[src/rtl/calc_pkg.sv]
// Shared constants, opcodes and FSM state type for the calculator command sequencer.
package calc_pkg;
  localparam int DATA_W     = 8;
  localparam int PROG_DEPTH = 16;
  localparam int ADDR_W     = 4;
  localparam int OP_W       = 3;
  localparam int INSTR_W    = OP_W + DATA_W;

  localparam logic [ADDR_W:0] MAX_LEN = (ADDR_W + 1)'(PROG_DEPTH);

  localparam logic [OP_W-1:0] OP_SHOW_IN  = 3'b000;
  localparam logic [OP_W-1:0] OP_ADD      = 3'b001;
  localparam logic [OP_W-1:0] OP_SUB      = 3'b010;
  localparam logic [OP_W-1:0] OP_SHOW_ACC = 3'b011;
  localparam logic [OP_W-1:0] OP_HOLD     = 3'b111;

  typedef enum logic [2:0] {IDLE, CLEAR, RUN, DRAIN, DONE} state_t;

  // Only the two show opcodes make the calculator present something worth capturing.
  function automatic logic is_show(input logic [OP_W-1:0] op);
    return (op == OP_SHOW_IN) || (op == OP_SHOW_ACC);
  endfunction
endpackage

[src/rtl/calc_prog_mem.sv]
// Instruction store: synchronous write, asynchronous read, contents survive reset.
module calc_prog_mem
  import calc_pkg::*;
(
  input  logic               clk,
  input  logic               i_we,
  input  logic [ADDR_W-1:0]  i_waddr,
  input  logic [INSTR_W-1:0] i_wdata,
  input  logic [ADDR_W-1:0]  i_raddr,
  output logic [INSTR_W-1:0] o_rdata
);
  logic [INSTR_W-1:0] r_mem [PROG_DEPTH];

  always_ff @(posedge clk) begin
    if (i_we) r_mem[i_waddr] <= i_wdata;
  end

  assign o_rdata = r_mem[i_raddr];
endmodule

[src/rtl/calculadora_sequenciador.sv]
// Runs a stored program against the accumulator calculator and streams back show results.
// Result handshake: res_valid is a one-cycle strobe with res_data/res_index; no backpressure.
module calculadora_sequenciador
  import calc_pkg::*;
(
  input  logic               clk,
  input  logic               rst,
  input  logic               prog_we,
  input  logic [ADDR_W-1:0]  prog_addr,
  input  logic [INSTR_W-1:0] prog_instr,
  input  logic [ADDR_W:0]    prog_len,
  input  logic               start,
  output logic               busy,
  output logic               done,
  output logic               calc_rst,
  output logic [DATA_W-1:0]  calc_entrada,
  output logic [OP_W-1:0]    calc_codigo,
  input  logic [DATA_W-1:0]  calc_saida,
  output logic               res_valid,
  output logic [DATA_W-1:0]  res_data,
  output logic [ADDR_W-1:0]  res_index,
  output state_t             dbg_state
);
  state_t             r_state, w_next;
  logic [ADDR_W:0]    r_pc, r_len;
  logic [INSTR_W-1:0] w_instr;
  logic               w_start, w_we, w_issue;
  logic               r_pend0, r_pend1;
  logic [ADDR_W-1:0]  r_res_cnt, r_res_index;
  logic [DATA_W-1:0]  r_res_data, r_calc_entrada;
  logic [OP_W-1:0]    r_calc_codigo;
  logic               r_busy, r_done, r_calc_rst, r_res_valid;

  assign w_start = (r_state == IDLE) && start;
  assign w_we    = (r_state == IDLE) && prog_we;
  assign w_issue = ((r_state == CLEAR) || (r_state == RUN)) && (r_pc < r_len);

  calc_prog_mem u_mem (
    .clk     (clk),
    .i_we    (w_we),
    .i_waddr (prog_addr),
    .i_wdata (prog_instr),
    .i_raddr (r_pc[ADDR_W-1:0]),
    .o_rdata (w_instr)
  );

  always_comb begin
    w_next = r_state;
    case (r_state)
      IDLE:       if (start) w_next = CLEAR;
      CLEAR, RUN: w_next = w_issue ? RUN : DRAIN;
      DRAIN:      if (!r_pend0) w_next = DONE;
      DONE:       w_next = IDLE;
      default:    w_next = IDLE;
    endcase
  end

  // Status outputs are registered from the next state so they line up with the state itself.
  always_ff @(posedge clk) begin
    if (!rst) begin
      r_state        <= IDLE;
      r_busy         <= 1'b0;
      r_done         <= 1'b0;
      r_calc_rst     <= 1'b0;
      r_calc_codigo  <= OP_HOLD;
      r_calc_entrada <= '0;
      r_pc           <= '0;
      r_len          <= '0;
      r_pend0        <= 1'b0;
      r_pend1        <= 1'b0;
      r_res_valid    <= 1'b0;
      r_res_data     <= '0;
      r_res_index    <= '0;
      r_res_cnt      <= '0;
    end else begin
      r_state    <= w_next;
      r_busy     <= (w_next != IDLE);
      r_done     <= (w_next == DONE);
      r_calc_rst <= (w_next == CLEAR);

      if (w_start) begin
        r_pc        <= '0;
        r_len       <= (prog_len > MAX_LEN) ? MAX_LEN : prog_len;
        r_res_cnt   <= '0;
        r_res_index <= '0;
      end

      if (w_issue) begin
        r_calc_codigo  <= w_instr[INSTR_W-1 -: OP_W];
        r_calc_entrada <= w_instr[DATA_W-1:0];
        r_pend0        <= is_show(w_instr[INSTR_W-1 -: OP_W]);
        r_pc           <= r_pc + 1'b1;
      end else begin
        r_calc_codigo  <= OP_HOLD;
        r_calc_entrada <= '0;
        r_pend0        <= 1'b0;
      end

      // pend0 tracks the instruction on the bus, pend1 the cycle its saida becomes valid.
      r_pend1     <= r_pend0;
      r_res_valid <= r_pend1;
      if (r_pend1) begin
        r_res_data  <= calc_saida;
        r_res_index <= r_res_cnt;
        r_res_cnt   <= r_res_cnt + 1'b1;
      end
    end
  end

  assign busy         = r_busy;
  assign done         = r_done;
  assign calc_rst     = r_calc_rst;
  assign calc_entrada = r_calc_entrada;
  assign calc_codigo  = r_calc_codigo;
  assign res_valid    = r_res_valid;
  assign res_data     = r_res_data;
  assign res_index    = r_res_index;
  assign dbg_state    = r_state;
endmodule
[config.mk]
export PLATFORM = sky130hd
export DESIGN_NAME = calculadora_sequenciador
export DESIGN_NICKNAME = d
export VERILOG_FILES = /design/src/rtl/calc_pkg.sv /design/src/rtl/calc_prog_mem.sv /design/src/rtl/calculadora_sequenciador.sv
export SDC_FILE = /design/constraint.sdc
export NUM_CORES = 1
export LEC_CHECK = 0
export BUFFER_PORTS_ARGS = -buffer_cell sky130_fd_sc_hd__buf_2
export CORE_UTILIZATION = 25
export CTS_CLUSTER_SIZE = 20
export DETAILED_ROUTE_END_ITERATION = 7
export HOLD_SLACK_MARGIN = 0.05
export PLACE_DENSITY_LB_ADDON = 0.1
export SLEW_MARGIN = 10
export SYNTH_ARGS = -nofsm -noshare
export SYNTH_HDL_FRONTEND = slang
export SYNTH_SLANG_ARGS = --single-unit
[constraint.sdc]
create_clock -name clk -period 2.5 [get_ports clk]
set_input_delay 0.5 -clock clk [delete_from_list [all_inputs] [get_ports clk]]
set_output_delay 0.5 -clock clk [all_outputs]
set_load 0.05 [all_outputs]
**Word-level counts from Yosys, hierarchy flattened**

Memory sizes are Yosys's and may differ from the RTL's. A register that Yosys moved wholly into a read port is not among the register bits.
Cells that the tools add are included.

- Reductions and logical operators: 12
- Multiplexer cells: 14
- Equal/unequal tests: 6
- $lt $le $gt $ge: 2
- Add/subtract/negate cells: 2

Operators with widths:

| cell | number |
|---|---|
| 4-bit two-way mux | 5 |
| 5-bit two-way mux | 3 |
| 3-bit by 2-bit == test with 1-bit output, second input constant | 3 |
| 3-bit case mux with 3 select lines | 1 |
| 3-bit by 1-bit == test with 1-bit output, second input constant | 2 |
| 3-bit logical NOT | 2 |
| 3-bit two-way mux | 2 |
| 5-bit by 1-bit adder with 5-bit output, second input constant | 1 |
| 5-bit greater-than comparator, second input constant | 1 |
| 5-bit less-than comparator | 1 |
| 4-bit by 1-bit adder with 4-bit output, second input constant | 1 |
| 2-bit nonzero test | 2 |
| 3-bit == test, second input constant | 1 |
| 1-bit logical AND | 3 |
| 1-bit two-way mux | 3 |
| 3-bit nonzero test | 1 |
| 1-bit logical OR | 2 |
| 2-bit AND reduction | 1 |
| 2-bit OR reduction | 1 |

- Register bits after elaboration: 46
- Memory bits (writable): 176
- Input bits: 32
- Memories kept: 1
- Output and inout bits: 30
- Word-level logic and storage cells: 51

Memories:

| memory | depth | bits a word | rd ports | clocked after Yosys merged registers in | wr ports | line | text |
|---|---|---|---|---|---|---|---|
| u_mem.r_mem | 16 | 11 | 1 | 1 | 1 | calc_prog_mem.sv:12 | `logic [INSTR_W-1:0] r_mem [PROG_DEPTH];` |

**Depth between registers and ports, before layout**

- Depth after elaboration: 6
- Mapped depth: 8

**Hierarchy**

From an unflattened synthesis, not the netlist that was laid out.

- Cell total of the unflattened synthesis: 481
- Area, all modules: 8677.1 um2

By module, submodules not included:

| module | area each (um2) | cells each | instances | sequential area each (um2) |
|---|---|---|---|---|
| calc_prog_mem | 6819.0 | 294 | 1 | 5285.1 |
| calculadora_sequenciador | 1858.0 | 187 | 1 | 920.9 |

**Least setup slack after synthesis**

No wires, ideal clock.

- Path type: reg2reg
- Start point: register r_state[0] (netlist: dbg_state[0])
- End point: memory u_mem.r_mem[0][0] (netlist bit), enable pin
- Buffers on the path: 0
- Path slack: -0.137 ns
- Cell stages (with the launch flop): 5
- Data required time: 2.107 ns
- Period minus slack after synthesis: 2.637 ns
- Arrival: 2.244 ns
- Path through: dfxtp_1 > nor3_1 > nand2_1 > or3_1 > nor3_1

- Word-level cells in the longest chain between the ends: 4

RTL lines:

| element | line | text |
|---|---|---|
| start: declaration | calculadora_sequenciador.sv:24 | `state_t r_state, w_next;` |
| start signal: assignment | calculadora_sequenciador.sv:76 | `r_state <= w_next;` |
| 3-bit logical NOT | calculadora_sequenciador.sv:35 | `assign w_we = (r_state == IDLE) && prog_we;` |
| 1-bit logical AND | calculadora_sequenciador.sv:35 |  |
| 1-bit two-way mux | calc_prog_mem.sv:15 | `if (i_we) r_mem[i_waddr] <= i_wdata;` |
| 1-bit two-way mux (not written as such) | calc_prog_mem.sv:15 |  |
| end: declaration | calc_prog_mem.sv:12 |  |

Every way passes these cells.

==> impl_metrics.yaml <==
clocking:
  cts.clk_slew.worst_paths_ps: 60
  htree_num_levels: 1
  root_buffer: "clkbuf_16"
  cts.sinks: 226
  holdBufCountCts: 0
  cts_made_buffers: 25
  clk_path_buf_depth: 3
  cts_tree: "built"
  post_cts_buffers: 0
  clk_latency_ps: 530
  cts_resized: 0
timing:
  period_minus_slack_ps: 2153
  worst_slew_pin_slew_ps: 682.8
  fin_worst_skew_ps: 21.10
  finalSetupViolations: 0
  tns_ps: 0
  fin_crit_sh_pct: 86.12
  max_freq_mhz: 464.5
  final_hold_viol_count: 0
  relSlewSlack_pct: 54.37
  slew_violations: 0
  rsz0062_at_grt: "false"
place:
  gp_congestion: 0.7080
  dpl.hpwl_um: 14140
  port_buffers: 61
  dp.cells: 1014
worst_setup_path:
  critical_path_arrival_ps: 2570
  critPathTopFamily: "multiplexers"
  rr_worst_depth: 4
  cpPeakStageDelay_ps: 560
  crit_type: "register to register"
  path_cells: "buf_4 -> mux4_1 -> mux4_2 -> and3_1"
  slowest_stage: "mux4_1"
  rrSetupSlack_ps: 350
  end_kind: "register"
  worstPathMaxFanout: 9
  startpoint_type: "register"
  path_buf_inv: 1
  cp_data_required_time_ps: 2910
  r2r-end: "calc_entrada[5]"
drt:
  drc: 0
  drt_iter0_markers: 255
  vias_per_cell: 4.269
  vias: 4521
  ant_nets: 0
  wl_per_cell_um: 20.14
  dr.pass1.iters: 4
  wl_um: 21330
layout:
  multi_input_area_mm2: 0.002311
  antenna_cells: 0
  final_cells: 1059
  nNetsFinal: 624
  drive_gt1_share_pct: 29.30
  area_growth_pct: 21.34
  fill_cells: 3406
  final-seq-area_mm2: 0.006287
power_and_ir_drop:
  p_clk_share_pct: 39.4
  intPower_mw: 6.505
  p_sw_share_pct: 24.04
  pwr_density_cell_mw_per_mm2: 808.5
  p_sw_mw: 2.058
  combinationalPowerShare_pct: 11.2
  p_seq_share_pct: 49.4
  ir_drop_uv: 470.6
  total_leakage_power_nw: 3.618
synthesis:
  ys_top_cells_by_count: "edfxtp_1 (176), dfxtp_1 (50), nand2_1 (30)"
  synthMuxAreaShare_pct: 15.74
  yosysTopAreaCell: "edfxtp_1"
  synth_edf_count: 176
  yosys.area_share.adder_pct: 0.8601
  yosysMostFrequentCell: "edfxtp_1"
  yosys_most_used_dff: "edfxtp_1"
  synthTopCellsByArea: "edfxtp_1 (61%), dfxtp_1 (11%), mux4_2 (7.5%)"
  yosysSeqAreaShare_pct: 72.02
  yosys_register_bits: 226
  syn-cell-area_mm2: 0.008728
  synth-xor-area-share_pct: 0.3010
  syn_area_per_cell_um2: 18.34
  synth_fp_nets: 514
  netlist_instances: 476
  synth_cell_types: 36
  synth_top_family_by_area: "multiplexers"
  yosys_warnings: 0
  async_flop_share_pct: 0
  synth_compound_area_share_pct: 1.935
  yosysTopAreaCellShare_pct: 60.55
  synth-simple-area-share_pct: 7.411
grt:
  antenna_found_initial: 0
  grt_max_degree: 42
  gr-total-overflow: 0
  grt_pass1_wl_um: 31310
  grt_pass1_vias: 4743
  grt_usage_pct: 12.02
min_path:
  min_from: "calc_saida[1]"
  hold_class: "input pin to register"
  min_to: "res_data[1]"
  hold_depth: 3
floorplanning:
  die_area_mm2: 0.03566
  num_rows: 68
  die_h_um: 188.9
  fp.coreArea_mm2: 0.03446
  start_util_pct: 25.33
  io_pins: 62
  fp.dieW_um: 188.9
run:
  cap_violations: 0
status:
  status: "finished, final reports clean"
## worst max-delay path by stage
stage / start / end / cells past startpoint
finish: register / calc_entrada[5] / 4
detailed placement: register / calc_entrada[5] / 4
floorplan: dbg_state[0] / u_mem.r_mem[1][0] / 5
CTS: register / calc_entrada[5] / 4
global route: register / r_pend0 / 6
global placement: register / calc_entrada[5] / 4
## layout by cell type (no fill, tap or decap), types with 10 or more instances in the layout
cell type    n
nand2_1     30
mux4_2      29
mux4_1      24
edfxtp_1   176
o21ai_0     14
nor2b_1     18
clkbuf_16   25
buf_2       61
buf_4       43
dfxtp_1     49
nor2_1      20
and2_1      10
## layer usage
metal	vias to the layer above	global-route usage (%)	share of wire [%]
met3	26	2.224	4.1
met2	94	20.64	49
li1	2111	-	-
met1	2290	15.75	45
met4	0	2.574	1.8
met5	-	0	0
## worst reg2reg max path, stage by stage, from the launching register on
cell and delay (ps):
dfxtp_2 530, buf_4 260, mux4_1 570, mux4_2 480
and3_1 220
## cell type report
| class | count | share of cell area [%] |
|---|---|---|
| Sequential cell | 226 | 59.36 |
| Multi-Input combinational cell | 223 | 21.82 |
| Timing Repair Buffer | 106 | 6.308 |
| Clock buffer | 33 | 6.190 |
| Tap cell | 455 | 5.375 |
| Clock inverter | 12 | 0.8033 |
| Inverter | 4 | 0.1418 |
## sequential cells by signal, indices dropped and copies added, names as in the netlist, 3 cells and up, named ones only
register and flops:
r_res_cnt 4, res_data 8, calc_codigo 3, res_index 4, u_mem.r_mem 176, r_len 5, r_pc 5, dbg_state 3
calc_entrada 8
## cells by family after synthesis
| family | count (synthesis) |
|---|---|
| flops | 226 |
| fa+ha+maj | 6 |
| xor+xnor | 3 |
| mux | 62 |
| compound gates | 29 |
| simple gates | 123 |
| buf+inv | 27 |
## per-stage QoR
stage                     util, %  hold slack (ps)  instance area, µm²  setup slack (ps)  total power [mW]
after floorplan                 -            443.8                8733             54.10             4.963
after global placement      28.59            465.7                9851             342.6             5.283
after detailed placement    28.59            463.2                9851             332.7             5.295
after CTS                   30.74            226.7               10590             325.0             8.711
after global routing        30.74            254.0               10590             231.3             8.914
final                       30.74            249.6               10590             347.0             8.563
## power groups by stage
| stage | Clock [mW] | Sequential [mW] | Combinational (mW) |
|---|---|---|---|
| 6_report | 3.38 | 4.23 | 0.958 |
| 5_1_grt | 3.63 | 4.24 | 1.04 |
| 3_3_place_gp | 0 | 4.31 | 0.977 |
| 2_1_floorplan | 0 | 4.40 | 0.565 |
| 3_5_place_dp | 0 | 4.31 | 0.985 |
| 4_1_cts | 3.49 | 4.23 | 0.987 |
(Power assumes the default switching activity.)
